--- src/rtl/led_status_ctrl_pkg.sv ---
// -----------------------------------------------------------------------------
// led_status_pkg
// Shared types and default constants for the LED status controller.
//   led_mode_t         : per-channel LED mode (OFF / ON / BLINK / ACTIVITY)
//   DEF_PRESCALE       : clk cycles per tick (1 ms at 64 MHz)
//   DEF_PERIOD_W       : width of the blink half-period field, in ticks
//   DEF_STRETCH_TICKS  : activity pulse-stretch length, in ticks
// -----------------------------------------------------------------------------
package led_status_pkg;

   typedef enum logic [1:0] {
      MODE_OFF      = 2'd0,
      MODE_ON       = 2'd1,
      MODE_BLINK    = 2'd2,
      MODE_ACTIVITY = 2'd3
   } led_mode_t;

   localparam int DEF_PRESCALE      = 64000;
   localparam int DEF_PERIOD_W      = 10;
   localparam int DEF_STRETCH_TICKS = 50;

endpackage

--- src/rtl/led_status_ctrl_if.sv ---
// -----------------------------------------------------------------------------
// led_status_ctrl_if
// Configuration write bus of the LED status controller.
//   cfg_we     : one-cycle write strobe
//   cfg_ch     : channel index of the write (indices >= NUM_CH are ignored)
//   cfg_mode   : new channel mode
//   cfg_period : new blink half-period, in ticks
//   cfg_duty   : new PWM duty, 0..15 (only when LED_PWM_EN is defined)
// Modports: master drives the bus, slave (the controller) receives it.
// -----------------------------------------------------------------------------
interface led_status_ctrl_if
   import led_status_pkg::*;
#(
   parameter int NUM_CH   = 6,
   parameter int PERIOD_W = DEF_PERIOD_W
);
   localparam int CH_W = (NUM_CH > 1) ? $clog2(NUM_CH) : 1;

   logic                cfg_we;
   logic [CH_W-1:0]     cfg_ch;
   led_mode_t           cfg_mode;
   logic [PERIOD_W-1:0] cfg_period;
`ifdef LED_PWM_EN
   logic [3:0]          cfg_duty;
`endif

   modport master (
      output cfg_we,
      output cfg_ch,
      output cfg_mode,
`ifdef LED_PWM_EN
      output cfg_duty,
`endif
      output cfg_period
   );

   modport slave (
      input cfg_we,
      input cfg_ch,
      input cfg_mode,
`ifdef LED_PWM_EN
      input cfg_duty,
`endif
      input cfg_period
   );

endinterface

--- src/rtl/led_status_ctrl_ch.sv ---
// -----------------------------------------------------------------------------
// led_status_ch
// One LED channel: activity synchroniser and edge detector, blink counter,
// activity pulse stretcher and (with LED_PWM_EN) a duty register.
// Ports:
//   clk, rst    : clock, synchronous active-high reset
//   i_act       : asynchronous activity input
//   i_evtMask   : suppresses edge events (reset and just after it)
//   i_tick      : prescaler tick pulse
//   i_wrEn      : configuration write aimed at this channel
//   i_mode      : mode to load on a write
//   i_period    : blink half-period to load on a write
//   i_duty      : PWM duty to load on a write      (LED_PWM_EN only)
//   i_pwmCnt    : shared free-running PWM counter  (LED_PWM_EN only)
//   o_lit       : channel is lit (before output polarity and register)
// -----------------------------------------------------------------------------
module led_status_ch
   import led_status_pkg::*;
#(
   parameter int PERIOD_W      = DEF_PERIOD_W,
   parameter int STRETCH_TICKS = DEF_STRETCH_TICKS
)(
   input  logic                clk,
   input  logic                rst,
   input  logic                i_act,
   input  logic                i_evtMask,
   input  logic                i_tick,
   input  logic                i_wrEn,
   input  led_mode_t           i_mode,
   input  logic [PERIOD_W-1:0] i_period,
`ifdef LED_PWM_EN
   input  logic [3:0]          i_duty,
   input  logic [3:0]          i_pwmCnt,
`endif
   output logic                o_lit
);

   localparam int STR_W = (STRETCH_TICKS > 0) ? $clog2(STRETCH_TICKS + 1) : 1;

   logic                r_sync1;
   logic                r_sync2;
   logic                r_prev;
   led_mode_t           r_mode;
   logic [PERIOD_W-1:0] r_period;
   logic [PERIOD_W-1:0] r_cnt;
   logic                r_phase;
   logic [STR_W-1:0]    r_stretch;
   logic                w_event;
   logic [PERIOD_W-1:0] w_limit;
   logic                w_modeLit;
`ifdef LED_PWM_EN
   logic [3:0]          r_duty;
`endif

   // Synchroniser plus one history flop; deliberately not reset, the
   // start-up garbage is hidden by i_evtMask instead.
   always_ff @(posedge clk) begin
      r_sync1 <= i_act;
      r_sync2 <= r_sync1;
      r_prev  <= r_sync2;
   end

   assign w_event = (r_sync2 ^ r_prev) & ~i_evtMask;

   // A period of 0 behaves like 1 so the counter always wraps.
   assign w_limit = (r_period == '0) ? '0 : (r_period - PERIOD_W'(1));

   // Channel state. A write restarts the channel from a clean state; an
   // event beats a coincident tick so a retrigger always gets full length.
   always_ff @(posedge clk) begin
      if (rst) begin
         r_mode    <= MODE_OFF;
         r_period  <= '0;
         r_cnt     <= '0;
         r_phase   <= 1'b0;
         r_stretch <= '0;
`ifdef LED_PWM_EN
         r_duty    <= 4'hF;
`endif
      end else if (i_wrEn) begin
         r_mode    <= i_mode;
         r_period  <= i_period;
         r_cnt     <= '0;
         r_phase   <= 1'b0;
         r_stretch <= '0;
`ifdef LED_PWM_EN
         r_duty    <= i_duty;
`endif
      end else begin
         if ((r_mode == MODE_BLINK) && i_tick) begin
            if (r_cnt == w_limit) begin
               r_cnt   <= '0;
               r_phase <= ~r_phase;
            end else begin
               r_cnt   <= r_cnt + PERIOD_W'(1);
            end
         end
         if (w_event) begin
            r_stretch <= STR_W'(STRETCH_TICKS);
         end else if (i_tick && (r_stretch != '0)) begin
            r_stretch <= r_stretch - STR_W'(1);
         end
      end
   end

   // Mode decides which internal state drives the LED.
   always_comb begin
      w_modeLit = 1'b0;
      case (r_mode)
         MODE_OFF:      w_modeLit = 1'b0;
         MODE_ON:       w_modeLit = 1'b1;
         MODE_BLINK:    w_modeLit = r_phase;
         MODE_ACTIVITY: w_modeLit = (r_stretch != '0);
         default:       w_modeLit = 1'b0;
      endcase
   end

`ifdef LED_PWM_EN
   assign o_lit = w_modeLit & (i_pwmCnt < r_duty);
`else
   assign o_lit = w_modeLit;
`endif

endmodule

--- src/rtl/led_status_ctrl.sv ---
// -----------------------------------------------------------------------------
// led_status_ctrl
// Multi-channel LED status controller: shared tick prescaler, NUM_CH
// led_status_ch channels and the registered LED output stage.
// Optional feature macro: LED_PWM_EN adds a 4-bit PWM dimmer (cfg_duty on the
// configuration interface, per-channel duty register, shared PWM counter).
// Ports:
//   clk     : sole clock
//   rst     : synchronous active-high reset
//   cfg_if  : configuration write bus (led_status_ctrl_if.slave)
//   act_i   : asynchronous activity inputs, one per channel
//   led_o   : registered LED drive, lit level is ~ACTIVE_LOW
//   tick_o  : one-cycle pulse on each prescaler wrap
// -----------------------------------------------------------------------------
module led_status_ctrl
   import led_status_pkg::*;
#(
   parameter int NUM_CH        = 6,
   parameter int PRESCALE      = DEF_PRESCALE,
   parameter int PERIOD_W      = DEF_PERIOD_W,
   parameter int STRETCH_TICKS = DEF_STRETCH_TICKS,
   parameter bit ACTIVE_LOW    = 1'b1
)(
   input  logic              clk,
   input  logic              rst,
   led_status_ctrl_if.slave  cfg_if,
   input  logic [NUM_CH-1:0] act_i,
   output logic [NUM_CH-1:0] led_o,
   output logic              tick_o
);

   localparam int CH_W = (NUM_CH > 1) ? $clog2(NUM_CH) : 1;
   localparam int PS_W = (PRESCALE > 1) ? $clog2(PRESCALE) : 1;

   logic [PS_W-1:0]   r_psCnt;
   logic              w_tick;
   logic [1:0]        r_maskCnt;
   logic              w_evtMask;
   logic [NUM_CH-1:0] w_lit;
`ifdef LED_PWM_EN
   logic [3:0]        r_pwmCnt;
`endif

   assign w_tick = (r_psCnt == PS_W'(PRESCALE - 1));
   assign tick_o = w_tick & ~rst;

   // Tick prescaler, wraps to zero on the tick cycle.
   always_ff @(posedge clk) begin
      if (rst || w_tick) begin
         r_psCnt <= '0;
      end else begin
         r_psCnt <= r_psCnt + PS_W'(1);
      end
   end

   // Event mask covers reset plus the two cycles the unreset synchronisers
   // need to flush whatever they held before reset released.
   always_ff @(posedge clk) begin
      if (rst) begin
         r_maskCnt <= 2'd2;
      end else if (r_maskCnt != 2'd0) begin
         r_maskCnt <= r_maskCnt - 2'd1;
      end
   end

   assign w_evtMask = rst | (r_maskCnt != 2'd0);

`ifdef LED_PWM_EN
   // Free-running PWM counter shared by all channels.
   always_ff @(posedge clk) begin
      if (rst) begin
         r_pwmCnt <= 4'd0;
      end else begin
         r_pwmCnt <= r_pwmCnt + 4'd1;
      end
   end
`endif

   for (genvar gi = 0; gi < NUM_CH; gi++) begin : g_ch
      logic w_wrEn;

      // Out-of-range channel indices never match, so such writes are dropped.
      assign w_wrEn = cfg_if.cfg_we && (cfg_if.cfg_ch == CH_W'(gi));

      led_status_ch #(
         .PERIOD_W      (PERIOD_W),
         .STRETCH_TICKS (STRETCH_TICKS)
      ) u_ch (
         .clk       (clk),
         .rst       (rst),
         .i_act     (act_i[gi]),
         .i_evtMask (w_evtMask),
         .i_tick    (w_tick),
         .i_wrEn    (w_wrEn),
         .i_mode    (cfg_if.cfg_mode),
         .i_period  (cfg_if.cfg_period),
`ifdef LED_PWM_EN
         .i_duty    (cfg_if.cfg_duty),
         .i_pwmCnt  (r_pwmCnt),
`endif
         .o_lit     (w_lit[gi])
      );
   end

   // Output register applies the LED polarity.
   always_ff @(posedge clk) begin
      if (rst) begin
         led_o <= {NUM_CH{ACTIVE_LOW}};
      end else begin
         led_o <= w_lit ^ {NUM_CH{ACTIVE_LOW}};
      end
   end

endmodule

--- src/flat_wrapper.sv ---
// flat-port wrapper written by rule: the top's interface ports become plain ports
module led_status_ctrl_flat import led_status_pkg::*;
#(
   parameter int NUM_CH        = 6,
   parameter int PRESCALE      = DEF_PRESCALE,
   parameter int PERIOD_W      = DEF_PERIOD_W,
   parameter int STRETCH_TICKS = DEF_STRETCH_TICKS,
   parameter bit ACTIVE_LOW    = 1'b1
)
  (clk, rst, act_i, led_o, tick_o, cfg_if_cfg_we, cfg_if_cfg_ch, cfg_if_cfg_mode, cfg_if_cfg_period);
  led_status_ctrl_if #(.NUM_CH(NUM_CH), .PERIOD_W(PERIOD_W)) cfg_if_i ();
  input  logic clk;
  input  logic rst;
  input  logic [NUM_CH-1:0] act_i;
  output logic [NUM_CH-1:0] led_o;
  output logic tick_o;
  input wire logic [$bits(cfg_if_i.cfg_we)-1:0] cfg_if_cfg_we;
  input wire logic [$bits(cfg_if_i.cfg_ch)-1:0] cfg_if_cfg_ch;
  input wire logic [$bits(cfg_if_i.cfg_mode)-1:0] cfg_if_cfg_mode;
  input wire logic [$bits(cfg_if_i.cfg_period)-1:0] cfg_if_cfg_period;
  assign cfg_if_i.cfg_we = cfg_if_cfg_we;
  assign cfg_if_i.cfg_ch = cfg_if_cfg_ch;
  assign cfg_if_i.cfg_mode = cfg_if_cfg_mode;
  assign cfg_if_i.cfg_period = cfg_if_cfg_period;
  led_status_ctrl #(.NUM_CH(NUM_CH), .PRESCALE(PRESCALE), .PERIOD_W(PERIOD_W), .STRETCH_TICKS(STRETCH_TICKS), .ACTIVE_LOW(ACTIVE_LOW)) u_core (.clk(clk), .rst(rst), .cfg_if(cfg_if_i), .act_i(act_i), .led_o(led_o), .tick_o(tick_o));
endmodule
--- config.mk ---
export PLATFORM = sky130hd
export DESIGN_NAME = led_status_ctrl_flat
export DESIGN_NICKNAME = d
export VERILOG_FILES = /design/src/rtl/led_status_ctrl_pkg.sv /design/src/rtl/led_status_ctrl_if.sv /design/src/rtl/led_status_ctrl_ch.sv /design/src/rtl/led_status_ctrl.sv /design/src/flat_wrapper.sv
export SDC_FILE = /design/constraint.sdc
export NUM_CORES = 1
export LEC_CHECK = 0
export ABC_CLOCK_PERIOD_IN_PS = 2800
export CAP_MARGIN = 20
export CORE_MARGIN = 1.5
export CORE_UTILIZATION = 38
export CTS_CLUSTER_DIAMETER = 50
export DETAILED_ROUTE_END_ITERATION = 12
export PLACE_DENSITY = 0.62
export SYNTH_ARGS = -nofsm -noshare
export SYNTH_HDL_FRONTEND = slang
export SYNTH_SLANG_ARGS = --single-unit
--- constraint.sdc ---
create_clock -name clk -period 2.8 [get_ports clk]
set_input_delay 0.28 -clock clk [delete_from_list [all_inputs] [get_ports clk]]
set_output_delay 0.28 -clock clk [all_outputs]
set_load 0.02 [all_outputs]
==> results by group <==
Status
  – Status: finished, final reports clean

Route
  – DRT iter0 DRCs: 689
  – Routed vias/inst: 5.270
  – Antenna viol nets, final: 0
  – Pre-antenna DRT Iters: 5
  – Wire length per cell: 14.94 um
  – Vias: 10180
  – DRC: 0
  – Final WL: 28860 um

Yosys
  – Syn_nets: 1466
  – Mapped Cells: 1421
  – Post-Synth XOR/XNOR Area: 0.1101
  – Async SR Flop Fraction: 0
  – Post-Synthesis Cell Area: 0.01130 mm^2
  – Largest family of logic cells by synthesized area: simple AND/OR/NAND/NOR gates
  – Synth Area in Adders: 0.02325
  – Ys flop type: dfxtp_1
  – Simple-gate share of the synthesized area: 0.2775
  – EDFF count, synth: 0
  – Post-synthesis sequential area ratio: 0.3827
  – Mux cell area share after synthesis: 0.01738
  – Yosys reg bits: 216
  – Synth warn: 0
  – Avg Cell Area, Syn: 7.952 um^2
  – Yosys cell types: 73
  – Synth Area in Compound Gates: 0.1497

GRT
  – Total track usage: 0.1865
  – GRT overflow: 0
  – First-pass GRT wire length: 47270 um
  – Vias in the first global route: 9371
  – Antenna violations before repair: 0
  – Largest net degree at the start of global routing: 53

Clock tree
  – TritonCTS clock tree: built
  – Sinks on Clock Net: 216
  – H-tree Lvls: 1
  – Num CTS Buffers: 30
  – Worst-path clk slew: 60 ps
  – Worst skew pair latency: 560 ps
  – CTS root buf: clkbuf_16
  – CTS Buffer Depth: 3

Min path
  – Class of the worst hold path: input port to register

STA
  – Slew margin rel.: 0.3592
  – Final Max Tran Viols: 0
  – Fin crit share: 0.9769
  – RSZ-0062 raised after global routing: true
  – Post-route setup slack: 64.61 ps
  – Clock skew: 9.870 ps
  – Hold Violations, Final: 0
  – Final setup viols: 0
  – Max Clk Rate: 0.3656 GHz
  – Final Critical Period: 2735 ps
  – Worst-Margin Slew: 959.3 ps

Placement
  – Placed cell area: 0.01258 mm^2
  – Gp weighted congestion: 0.8589
  – HPWL after DPL: 20420 um
  – Post-Place Worst Slack: 18.10 ps
  – IO buf count: 30

Critical path
  – Crit Path Category: register to register
  – Critical path arrival: 3220 ps
  – CP cell instances: or4_4 -> or4_4 -> and3_4 -> a2111o_1 -> a2111o_1 -> or3_1 -> a21oi_1
  – Slowest CP cell: or4_4
  – Type of origin of the critical path: register
  – Critical path peak fanout: 3
  – Largest stage delay, worst path: 520 ps
  – Crit path capture type: register
  – Critical Path RT: 3280 ps

Cells and area
  – Layout Utilization: 0.4764
  – Layout cells sized above 1: 0.1292
  – Most frequent cells in the layout: nand2_1, dfxtp_1, nor2_1
  – ANT cells: 0
  – Most common cell after layout, fill and taps aside: nand2_1
  – Layout net count: 1569
  – Final instance area: 0.01382 mm^2
  – Filler Cell Count: 2813
  – Area Overhead vs Synth: 22.31%

Floorplan
  – Die Wd: 175.4 um
  – Full die area: 0.03078 mm^2
  – Num rows: 62
  – Starting Density: 0.3895
  – # IOs: 31
  – Core area: 0.02901 mm^2
  – Die height: 175.4 um

Pwr
  – VDD IR-drop max: 0.4315 mV
  – Leakage: 4.995 nW
  – Power Density: 588.7 mW/mm^2

Run
  – Max Cap Viol: 0
## layout make-up
type	instances	area (um^2)	area share
flip-flops and latches	216	4333	0.3135
repair buffers	127	1039	0.07514
multi-input cells	1090	6655	0.4815
clock buffers	36	793.3	0.05740
inverters	59	221.5	0.01602
clock inverters	20	299.0	0.02164
well taps	384	480.5	0.03476
## what timing repair did
item | in CTS | in global routing
hold endpoints to repair | 0 | 0
endpoints found under the setup margin | 2 | 66
buffers inserted | 0 | 3
pin swaps | 0 | 10
hold buffers | 0 | 0
gates cloned | 0 | 1
gates resized for setup | 2 | 26
## critical path: cells and delay by family, from the launching register on
| family | cells | cell delay (ps) |
|---|---|---|
| AND/OR/NAND/NOR | 4 | 1520 |
| flip-flops | 1 | 310 |
| AO/OA/AOI/OAI | 3 | 830 |
## worst paths after layout
| check | slack, ps | cells past startpoint | startpoint | end |
|---|---|---|---|---|
| worst max-delay path | 60 | 7 | u_core.g_ch[3].u_ch.r_period[3]$_SDFFE_PP0P_ | u_core.g_ch[3].u_ch.r_phase$_SDFFE_PP0P_ |
| worst min-delay path | 80 | 2 | rst | u_core.r_psCnt[10]$_SDFF_PP0_ |
| worst max register to register | 60 | 7 | u_core.g_ch[3].u_ch.r_period[3]$_SDFFE_PP0P_ | u_core.g_ch[3].u_ch.r_phase$_SDFFE_PP0P_ |
| worst min register to register | 320 | 0 | u_core.g_ch[4].u_ch.r_sync1$_DFF_P_ | u_core.g_ch[4].u_ch.r_sync2$_DFF_P_ |
## synth_stat cells, types with 26 or more instances
library cell	n	share of area
nor2_1	136	0.045
clkbuf_1	50	0.017
nand2b_1	27	0.015
nor3_1	71	0.031
a21oi_1	121	0.054
nand3_1	37	0.016
o21ai_0	27	0.012
dfxtp_1	216	0.38
xor2_1	73	0.057
xnor2_1	69	0.053
inv_1	59	0.020
nand2_1	217	0.072
nor4_1	26	0.014
## metal layers
layer	wire [um]	global-route usage
met5	0	0
met4	602	0.05342
met3	1098	0.02641
met2	13460	0.3145
met1	13700	0.2479
## sequential cells by signal, summed over array words and instances (netlist names)
| name | count |
|---|---|
| u_core.led_o | 6 |
| u_core.g_ch.u_ch.r_mode | 12 |
| u_core.g_ch.u_ch.r_phase | 6 |
| u_core.r_maskCnt | 2 |
| u_core.r_psCnt | 16 |
| u_core.g_ch.u_ch.r_stretch | 36 |
| u_core.g_ch.u_ch.r_sync1 | 6 |
| u_core.g_ch.u_ch.r_cnt | 60 |
| u_core.g_ch.u_ch.r_prev | 6 |
| u_core.g_ch.u_ch.r_sync2 | 6 |
| u_core.g_ch.u_ch.r_period | 60 |
## power by group
part           internal, mW  total, mW  leakage, nW  switching (mW)
registers              3.16       3.22         1.75          0.0634
logic                 0.353      0.814         2.72           0.460
clock network          2.60       4.10        0.515            1.51
total                  6.11       8.14         4.99            2.03
## through the flow
stage	hold slack, ps	power, mW	TNS [ps]	std cells
2_1_floorplan	307.7	3.803	0	1421
3_3_place_gp	313.5	4.062	0	1872
3_5_place_dp	312.1	4.079	0	1872
4_1_cts	75.20	8.197	0	1928
5_1_grt	97.62	8.456	-63.29	1932
6_report	81.73	8.137	0	1932
## kinds of logic after synthesis
logic type | count (synthesis)
fa+ha+maj | 21
flops | 216
mux | 19
buf+inv | 116
compound gates | 262
xor+xnor | 142
simple gates | 645
No activity file was read; power rests on OpenSTA's default activity.
